===== src/rtl/counter_plus.sv =====
// counter_plus: prescaled up/down counter with wrap, saturate and one-shot
// modes, sticky overflow flag, compare-match pulse and a DONE state for
// one-shot operation. All outputs come straight from registers.
module counter_plus #(
  parameter int DATA_WIDTH = 16,
  parameter int PSC_WIDTH  = 8
) (
  input  logic                  clk_i,
  input  logic                  rst_i,
  input  logic                  clr_i,
  input  logic                  en_i,
  input  logic                  load_i,
  input  logic                  down_i,
  input  logic [1:0]            mode_i,
  input  logic [PSC_WIDTH-1:0]  psc_i,
  input  logic [DATA_WIDTH-1:0] delta_i,
  input  logic [DATA_WIDTH-1:0] dat_i,
  input  logic [DATA_WIDTH-1:0] reload_i,
  input  logic [DATA_WIDTH-1:0] cmp_i,
  input  logic                  ovf_clr_i,
  output logic [DATA_WIDTH-1:0] dat_o,
  output logic                  ovf_o,
  output logic                  cmp_o,
  output logic                  done_o
);

  typedef enum logic [1:0] {
    ST_IDLE = 2'b00,
    ST_RUN  = 2'b01,
    ST_DONE = 2'b10
  } state_t;

  localparam logic [1:0] MODE_WRAP    = 2'b00;
  localparam logic [1:0] MODE_SAT     = 2'b01;
  localparam logic [1:0] MODE_ONESHOT = 2'b10;
  localparam logic [1:0] MODE_RSVD    = 2'b11;

  localparam logic [DATA_WIDTH-1:0] DATA_ZERO = {DATA_WIDTH{1'b0}};
  localparam logic [DATA_WIDTH-1:0] DATA_ONES = {DATA_WIDTH{1'b1}};
  localparam logic [PSC_WIDTH-1:0]  PSC_ZERO  = {PSC_WIDTH{1'b0}};
  localparam logic [PSC_WIDTH-1:0]  PSC_ONE   = PSC_WIDTH'(1'b1);

  // Up-step computed one bit wider so the carry out is the overflow flag.
  function automatic logic [DATA_WIDTH:0] add_ext(
    input logic [DATA_WIDTH-1:0] a,
    input logic [DATA_WIDTH-1:0] b
  );
    return {1'b0, a} + {1'b0, b};
  endfunction

  // Down-step borrows exactly when the step exceeds the current value.
  function automatic logic borrow_out(
    input logic [DATA_WIDTH-1:0] a,
    input logic [DATA_WIDTH-1:0] b
  );
    return (b > a);
  endfunction

  // Registered state
  state_t                  state_r;
  logic [PSC_WIDTH-1:0]    psc_cnt_r;
  logic [DATA_WIDTH-1:0]   dat_r;
  logic                    ovf_r;
  logic                    cmp_r;
  logic                    done_r;

  // Next-state values
  state_t                  state_s;
  logic [PSC_WIDTH-1:0]    psc_cnt_s;
  logic [DATA_WIDTH-1:0]   dat_s;
  logic                    ovf_s;
  logic                    cmp_s;
  logic                    done_s;

  // Datapath helpers
  logic                    tick_s;
  logic [DATA_WIDTH:0]     sum_s;
  logic [DATA_WIDTH-1:0]   raw_s;
  logic [DATA_WIDTH-1:0]   sat_s;
  logic                    boundary_s;
  logic [DATA_WIDTH-1:0]   step_val_s;
  logic                    enter_done_s;

  // Prescaler tick: only while running and enabled; >= keeps ticking if psc_i shrinks.
  always_comb begin
    tick_s = 1'b0;
    if ((state_r == ST_RUN) && en_i && (psc_cnt_r >= psc_i)) begin
      tick_s = 1'b1;
    end else begin
      tick_s = 1'b0;
    end
  end

  // Raw step result, boundary detection and the clamp value for saturation.
  always_comb begin
    sum_s      = add_ext(dat_r, delta_i);
    raw_s      = DATA_ZERO;
    sat_s      = DATA_ZERO;
    boundary_s = 1'b0;
    if (down_i) begin
      raw_s      = dat_r - delta_i;
      sat_s      = DATA_ZERO;
      boundary_s = borrow_out(dat_r, delta_i);
    end else begin
      raw_s      = sum_s[DATA_WIDTH-1:0];
      sat_s      = DATA_ONES;
      boundary_s = sum_s[DATA_WIDTH];
    end
  end

  // Value a tick produces, depending on mode and whether the boundary was crossed.
  always_comb begin
    step_val_s   = raw_s;
    enter_done_s = 1'b0;
    case (mode_i)
      MODE_SAT: begin
        if (boundary_s) begin
          step_val_s = sat_s;
        end else begin
          step_val_s = raw_s;
        end
      end
      MODE_ONESHOT: begin
        if (boundary_s) begin
          step_val_s   = reload_i;
          enter_done_s = 1'b1;
        end else begin
          step_val_s   = raw_s;
        end
      end
      MODE_WRAP, MODE_RSVD: begin
        if (boundary_s) begin
          step_val_s = reload_i;
        end else begin
          step_val_s = raw_s;
        end
      end
      default: begin
        step_val_s = raw_s;
      end
    endcase
  end

  // Next-state and next-output logic: clr > load > step (reset is in the register).
  always_comb begin
    state_s   = state_r;
    psc_cnt_s = psc_cnt_r;
    dat_s     = dat_r;
    cmp_s     = 1'b0;
    if (ovf_clr_i) begin
      ovf_s = 1'b0;
    end else begin
      ovf_s = ovf_r;
    end

    if (clr_i) begin
      state_s   = ST_IDLE;
      psc_cnt_s = PSC_ZERO;
      dat_s     = DATA_ZERO;
      ovf_s     = 1'b0;
    end else if (load_i) begin
      // A load swallows any tick of this cycle and never flags anything.
      dat_s     = dat_i;
      psc_cnt_s = PSC_ZERO;
      if (en_i) begin
        state_s = ST_RUN;
      end else begin
        state_s = ST_IDLE;
      end
    end else begin
      case (state_r)
        ST_IDLE: begin
          if (en_i) begin
            state_s = ST_RUN;
          end else begin
            state_s = ST_IDLE;
          end
        end
        ST_RUN: begin
          if (!en_i) begin
            state_s = ST_IDLE;
          end else if (tick_s) begin
            psc_cnt_s = PSC_ZERO;
            dat_s     = step_val_s;
            cmp_s     = (step_val_s == cmp_i);
            if (boundary_s) begin
              // Setting the sticky flag beats a simultaneous ovf_clr_i.
              ovf_s = 1'b1;
            end else begin
              ovf_s = ovf_s;
            end
            if (enter_done_s) begin
              state_s = ST_DONE;
            end else begin
              state_s = ST_RUN;
            end
          end else begin
            psc_cnt_s = psc_cnt_r + PSC_ONE;
            state_s   = ST_RUN;
          end
        end
        ST_DONE: begin
          // Parked until clr, load or reset; en_i has no effect here.
          state_s = ST_DONE;
        end
        default: begin
          state_s   = ST_IDLE;
          psc_cnt_s = PSC_ZERO;
          dat_s     = DATA_ZERO;
        end
      endcase
    end

    done_s = (state_s == ST_DONE);
  end

  // State and output registers with synchronous active-high reset.
  always_ff @(posedge clk_i) begin
    if (rst_i) begin
      state_r   <= ST_IDLE;
      psc_cnt_r <= PSC_ZERO;
      dat_r     <= DATA_ZERO;
      ovf_r     <= 1'b0;
      cmp_r     <= 1'b0;
      done_r    <= 1'b0;
    end else begin
      state_r   <= state_s;
      psc_cnt_r <= psc_cnt_s;
      dat_r     <= dat_s;
      ovf_r     <= ovf_s;
      cmp_r     <= cmp_s;
      done_r    <= done_s;
    end
  end

  assign dat_o  = dat_r;
  assign ovf_o  = ovf_r;
  assign cmp_o  = cmp_r;
  assign done_o = done_r;

endmodule


===== config.mk =====
export PLATFORM = sky130hd
export DESIGN_NAME = counter_plus
export DESIGN_NICKNAME = d
export VERILOG_FILES = /design/src/rtl/counter_plus.sv
export SDC_FILE = /design/constraint.sdc
export NUM_CORES = 1
export LEC_CHECK = 0
export CAP_MARGIN = 20
export CORE_MARGIN = 2
export CORE_UTILIZATION = 35
export CTS_CLUSTER_DIAMETER = 200
export DETAILED_ROUTE_END_ITERATION = 7
export HOLD_SLACK_MARGIN = 0.05
export SYNTH_ARGS = -nofsm -noshare
export SYNTH_HDL_FRONTEND = slang
export SYNTH_SLANG_ARGS = --single-unit

===== constraint.sdc =====
create_clock -name clk_i -period 7.4 [get_ports clk_i]
set_input_delay 1.11 -clock clk_i [delete_from_list [all_inputs] [get_ports clk_i]]
set_output_delay 1.11 -clock clk_i [all_outputs]
set_load 0.02 [all_outputs]

* Word level (Yosys, flattened, before mapping)
Index checks and enable logic that the tools add are counted.
** Storage, ports and cells
- Register bits :: 29
- Input port bits :: 81
- Output and inout bits :: 19
** Cells by class
- Add/subtract/negate cells :: 3
- Order comparisons :: 2
- Equality and inequality tests :: 11
- Multiplexer cells :: 29
- Bitwise gates (word level) :: 4
- Reductions and logical operators :: 11
** Operator list (number)
- $mux W16 :: 7
- $pmux W16 S2 :: 2
- $add A16 B16 Y17 :: 1
- $eq A16 B16 Y1 :: 1
- $gt A16 B16 Y1 :: 1
- $mux W8 :: 2
- $pmux W8 S2 :: 1
- $sub A16 B16 Y16 :: 1
- $mux W1 :: 11
- $mux W2 :: 5
- $add A8 B1 Y8 const B :: 1
- $eq A2 B2 Y1 const B :: 4
- $ge A8 B8 Y1 :: 1
- $ne A3 B3 Y1 const B :: 2
- $pmux W2 S3 :: 1
- $reduce_or A3 Y1 :: 2
- $reduce_or A6 Y1 :: 1
- $eq A2 B1 Y1 const B :: 2
- $logic_not A2 Y1 :: 2
- $not A1 Y1 :: 4
- $reduce_or A2 Y1 :: 2
- $reduce_and A3 Y1 :: 1
- $logic_and A1 B1 Y1 :: 2
- $ne A2 B1 Y1 const B :: 1
- other kinds (2) :: 2

* Depth between registers and ports, before layout
Gate-level depths: netlist of run 1.
- Depth after elaboration :: 11
- Gate-level depth with buffers :: 15

* Worst setup path before layout of run 1
OpenSTA, ideal clock, no wires.
- Path type :: input -> register
- Start :: input port delta_i[0]
- End :: register cmp_r, in the netlist cmp_o
- Library setup time :: 60 ps
- Arrival :: 4122 ps
- Path slack :: 3218 ps
- Stages on the path :: 13
- Path buffers :: 1
- Cell sequence :: ha_1 > fa_1 > nand2b_1 > a21oi_2 > a31oi_1 > o21a_1 > or3_1 > buf_2 > o32ai_2 > mux2_1 > or3_1 > and4bb_1 > o2111a_1
** Between the ends
- Longest elaborated chain between the ends :: 5
- Elaborated cells between the ends (all ways) :: 9
** Ends and longest elaborated chain
- start, declared :: line 16 : input logic [DATA_WIDTH-1:0] delta_i,
- $add A16 B16 Y17, or another cell as far along :: line 48 : return {1'b0, a} + {1'b0, b};
- $mux W16 or $mux W1 (tied branches) :: line 100 : if (down_i) begin
- $mux W16 (on tied branches) :: line 124, 132, 117
- $pmux W16 S2 (*) :: line 115 : case (mode_i)
- $eq A16 B16 Y1 (*) :: line 185 : cmp_s = (step_val_s == cmp_i);
- end signal, assigned :: line 231 : cmp_r <= cmp_s;
- end, declared :: line 64 : logic cmp_r;
Mark *: on every way between the ends. The rest lies on a longest branch, timed or not.
A chain may end at the register's enable or synchronous reset.

* Worst setup path in the final report of run 1
- Start :: input port delta_i[11]
- End :: register cmp_r, in the netlist cmp_o
** Between the ends
- Longest elaborated chain between the ends :: 5
- Elaborated cells between the ends (all ways) :: 9
** Ends and longest elaborated chain (line)
- $add A16 B16 Y17, or another cell as far along :: 48
- $mux W1 or $mux W16 (tied branches) :: 100
- $mux W16 (on tied branches) :: 124, 132, 117
- $pmux W16 S2 (*) :: 115
- $eq A16 B16 Y1 (*) :: 185
Marked as above.

==> results.ini, run 1 <==
[cts]
cts_buffer_depth=2
cts_resized=0
clock-sinks=29
cts_tree=done
clockRootBuffer=clkbuf_8
cts.reportedPaths.clkPinSlew_ns=0.08
cts_made_buffers=5
clk_latency_ns=0.31
hold_buffers=0
cts_setup_buffers=0
htreeDepth=2

[floorplanning]
rows=38
die_area_mm2=0.0118
pin_count=100
die_x_um=108
die_h_um=108
initial_utilization_pct=35.5
design.core.area_mm2=0.0107

[placed_design]
dp_cells=746
place.gp.congestion=0.999
numPortBuffers=99
hpwl_mm=11.2

[logic_synthesis]
synthCells=529
synth_enable_flop_cells=0
syn_avg_cell_area_um2=7.21
netlist_area_mm2=0.00382
async_reset_ff_share_pct=0
synth.mux.area_fraction_pct=1.64
synth_xor_area_share_pct=3.21
ys.flop_type=dfxtp_1
yosys.cell_types.count=75
synth_seq_cells=29
ys_seq_area_share_pct=15.2
synth_compound_area_share_pct=35.0
synth.net_count=653
synth_top_family_by_area=compound AO/OA/AOI/OAI gates
synth-simple-area-share_pct=22.1
synth_fa_ha_area_share_pct=14.5
ys_warn_count=0

[setup_path]
crit_path_end_kind=flop
crit_path_cell_trace=clkdlybuf4s50_1 -> inv_1 -> ha_1 -> inv_2 -> nor3_2 -> nand3_1 -> o21a_1 -> a211oi_2 -> o32ai_2 -> mux2_1 -> or3_1 -> and4bb_1 -> o2111a_1
critPathMaxStageDelay_ns=0.88
critPathLaunchType=input port
path_class=input port to flop
worst_path_max_delay_cell=a211oi_2
crit_fanout=14
reg2reg_slack_ns=3.25
crit_buf_inv=3
crit_family=compound AO/OA/AOI/OAI gates
critPathArrivalTime_ns=5.27
cp.required_ns=7.63

[power_and_ir_drop]
total_power_uw=567
powerDensity_mw_per_mm2=114
vdd_ir_drop_max_mv=0.0596
p_leak_nw=2.02

[finish]
num-nets-final=737
layout_commonest_cell=clkdlybuf4s50_1
areaGrowthSynthToFinish_pct=30.5
fin_cells=754
fillers=1127
drive_above_1_share_pct=4.07
utilization_pct=46.3
diodes=0
layout_common_cells=clkdlybuf4s50_1, nor2_1, inv_1, a21oi_1, ha_1

[sta]
finalCritPeriodShare_pct=68.1
setup_viol=0
hold_viol=0
drv_slew=0
grt_setup_unrepaired=false
final_period_minus_worst_setup_slack_ns=5.04
tightest_slew_ns=1.02
fin_tns_setup_ns=0
fmax_ghz=0.198
finClkSkew_ns=0.0197
max_slew_margin_pct=31.8

[global_routing]
antenna_found_initial=0
grt_max_degree=33
grt_pass1_vias=4260
grt_pass1_wl_mm=22.0
grt_util_all_layers_pct=24.1
grt_overflow_total=0

[route]
drc=0
wl_mm=14.0
vias=4358
wl_per_cell_um=18.6
via_per_inst=5.78
ant_nets=0
drt_pass1_iterations=6
drtIter0Drc=312

[worst_hold_path]
hold_class=flop to flop

[status]
status=complete, no violations

[flow_run]
maxCapViolCount=0

[stage by stage]
step / setup slack, ns / cell area [µm²] / hold slack, ns
2_1_floorplan: 3.22 / 3820 / 0.462
3_3_place_gp: 2.27 / 4880 / 0.475
3_5_place_dp: 2.14 / 4880 / 0.481
4_1_cts: 2.42 / 4980 / 0.501
5_1_grt: 2.17 / 4980 / 0.531
6_report: 2.36 / 4980 / 0.498
[Yosys cell counts, types with 3 or more instances]
cell type	count	share of area, %
o21a_1	6	1.2
xnor2_1	8	1.8
dfxtp_1	29	15
a32oi_1	3	0.69
o21ai_0	31	4.1
nor4_1	3	0.49
a21o_1	4	0.79
clkbuf_1	11	1.1
o31ai_1	8	1.6
nor3_1	12	1.6
buf_2	10	1.3
o221ai_1	3	0.69
nor2_1	58	5.7
a221oi_1	5	1.1
o211ai_1	10	2.0
a22oi_1	13	2.6
or3_1	6	0.98
ha_1	41	13
a22o_1	3	0.69
nand2b_1	12	2.0
nand2_1	26	2.6
inv_1	52	5.1
nand3b_1	5	0.98
and2_1	3	0.49
xor2_1	6	1.4
a21oi_2	3	0.69
o21ai_1	4	0.52
a211oi_1	12	2.4
and3_1	6	0.98
nor2b_1	10	1.6
a2bb2oi_1	4	0.92
o2111ai_1	3	0.69
a21oi_1	43	5.6
nand3_1	9	1.2
mux2i_1	4	1.0
a31oi_1	10	1.6
o22ai_1	5	0.82
[worst paths after layout]
check,depth (start not counted),from,to
max,13,delta_i[11],cmp_o
min,2,psc_cnt_r[7],psc_cnt_r[7]
max reg2reg,13,dat_o[0],cmp_o
min reg2reg,2,psc_cnt_r[7],psc_cnt_r[7]
[kinds of logic (layout without fill, tap and decap cells)]
kind of cell	after synthesis	after routing
DFF	29	29
and+or+nand+nor	165	165
buffers and inverters	78	163
xor gates and xnor gates	14	14
muxes	6	6
adders and majority gates	43	43
AOI/OAI and AO/OA	194	194
[power breakdown]
part | switching, mW | internal, mW | total (mW)
Combinational | 0.137 | 0.110 | 0.247
Clock | 0.0804 | 0.0756 | 0.156
Sequential | 0.00423 | 0.160 | 0.164
[routing by layer]
metal | share of wire (%) | vias to the layer above | global-route usage (%)
met3 | 5.1 | 32 | 2.89
met4 | 2.2 | 0 | 6.04
met2 | 48 | 143 | 41.6
met1 | 45 | 2074 | 31.6
li1 | - | 2109 | -
met5 | 0 | - | 0
[final cells by class]
type | instances | area [µm²] | share of cell area (%)
multi-input cells | 422 | 2920 | 58.6
repair buffers | 101 | 1010 | 20.2
flip-flops and latches | 29 | 581 | 11.7
inverters | 54 | 203 | 4.07
well taps | 140 | 175 | 3.52
clock buffers | 6 | 82.6 | 1.66
clock inverters | 2 | 13.8 | 0.276
[flip-flops by register name, summed over array words and instances, names as in the netlist]
name	flops
cmp_o	1
dat_o	16
done_o	1
ovf_o	1
psc_cnt_r	8
state_r	2
[tightest hold or removal path, stage by stage (launching register included)]
cell and delay [ns]:
dfxtp_1 0.33, o21ai_0 0.07, a21oi_1 0.06
(Power assumes the default switching activity.)
==> inputs of run 2 (changes only) <==
clock period = 4.6 ns   (was 7.4 ns; I/O delays follow)
==> results.ini, run 2 (synthesis results as in run 1) <==
[status]
status=complete, no violations

[cts]
cts_resized=0
cts_buffer_depth=2
cts_setup_buffers=0
clockRootBuffer=clkbuf_8
cts_tree=done
cts.reportedPaths.clkPinSlew_ns=0.08
htreeDepth=2
clock-sinks=29
clk_latency_ns=0.31
cts_made_buffers=5
hold_buffers=0

[global_routing]
grt_util_all_layers_pct=24.5
met2_usage_pct=40.1
use_met1_pct=32.1
antenna_found_initial=0
grt_overflow_total=0
grt_pass1_wl_mm=22.1
grt_pass1_vias=4238
grt_max_degree=21
busiest_layer=met2
met3_usage_pct=3.86

[route]
drtIter0Drc=315
drc=0
vias=4449
ant_nets=0
wl_per_cell_um=18.5
wl_mm=14.2
drt_pass1_iterations=6
via_per_inst=5.79

[sta]
finalCritPeriodShare_pct=88.3
drv_slew=0
setup_viol=0
max_slew_margin_pct=39.7
tightest_slew_ns=0.902
whs_ns=0.502
final_period_minus_worst_setup_slack_ns=4.06
hold_viol=0
grt_setup_unrepaired=false
fin_tns_setup_ns=0
worst_slack_ns=0.540
finClkSkew_ns=0.0125
fmax_ghz=0.246

[floorplanning]
die_area_mm2=0.0118
design.core.area_mm2=0.0107
die_x_um=108
initial_utilization_pct=35.5
pin_count=100
die_h_um=108
rows=38

[flow_run]
maxCapViolCount=0

[setup_path]
critPathLaunchType=input port
crit_path_end_kind=flop
path_class=input port to flop
cp.required_ns=4.86
crit_fanout=8
critPathArrivalTime_ns=4.32
r2r_cells=15

[power_and_ir_drop]
p_comb_share_pct=40.8
swShare_pct=34.9
powerDensity_mw_per_mm2=199
pwr-share-clk_pct=33.2
p_int_uw=663
p_leak_nw=2.11
vdd_ir_drop_max_mv=0.111
pwr-share-seq_pct=26.0
p_sw_uw=356

[finish]
largest_reg_flops=16
num-nets-final=752
fillers=1128
drive_above_1_share_pct=6.36
layout_common_cells=clkdlybuf4s50_1, nor2_1, inv_1, a21oi_1, ha_1
diodes=0
areaGrowthSynthToFinish_pct=34.4
postLayoutCellArea_mm2=0.00513
layout_commonest_cell=clkdlybuf4s50_1

[worst_hold_path]
hold_depth=2
hold_class=flop to flop

[placed_design]
preCtsSetupSlack_ns=0.306
hpwl_mm=11.5
place.gp.congestion=1.01
placed_cell_area_mm2=0.00500
numPortBuffers=99

[run 2: changes by cell type in the layout (fill, tap and decap cells not counted), sizes merged]
cell and delta:
bufinv +2, clkinv -1, clkbuf -1, buf +15
[run 2: path summary, 6_finish.rpt]
path	slack, ns	endpoint	start
worst max-delay path	0.54	cmp_o	delta_i[0]
worst min-delay path	0.50	psc_cnt_r[7]	psc_cnt_r[7]
worst max register to register	0.97	cmp_o	dat_o[0]
worst min register to register	0.50	psc_cnt_r[7]	psc_cnt_r[7]
[run 2: worst max-delay path, cell delays in order]
cell and delay [ns]:
clkdlybuf4s50_1 0.45, ha_1 0.25, fa_1 0.38, nand2b_1 0.17
a21oi_2 0.20, a31oi_1 0.16, o21a_1 0.21, buf_4 0.16
a211oi_2 0.33, buf_4 0.19, o22a_1 0.14, o32ai_1 0.10
a2111oi_0 0.46, and4bb_1 0.25, o2111a_1 0.17
[run 2: area by class of cell]
cell class,count,area [µm²],share of cell area (%)
flip-flops and latches,29,581,11.3
repair buffers,116,1120,21.8
multi-input cells,422,2920,56.9
clock inverters,3,65.1,1.27
well taps,140,175,3.41
clock buffers,5,68.8,1.34
inverters,54,203,3.95
[run 2: layer usage]
layer	wire length [µm]	vias up
met4	437	0
met5	0	-
met3	876	37
met1	6300	2104
li1	-	2135
met2	6590	173
[run 2: power by group through the flow]
stage / sequential, mW / combinational [mW] / clock [mW]
finish: 0.264 / 0.416 / 0.338
global route: 0.265 / 0.450 / 0.356
CTS: 0.264 / 0.411 / 0.344
detailed placement: 0.270 / 0.408 / 0
global placement: 0.270 / 0.408 / 0
floorplan: 0.275 / 0.229 / 0
[run 2: per-stage QoR]
step,util [%],cells,total power [mW]
floorplan,-,529,0.504
global placement,46.5,761,0.678
detailed placement,46.5,761,0.678
CTS,47.7,769,1.02
global route,47.7,769,1.07
finish,47.7,769,1.02
==> inputs of run 3 (changes only) <==
SLEW_MARGIN = 20   (was not set)
==> results of run 3 <==
The final DEF is identical to that of run 2; final timing and power are the same.
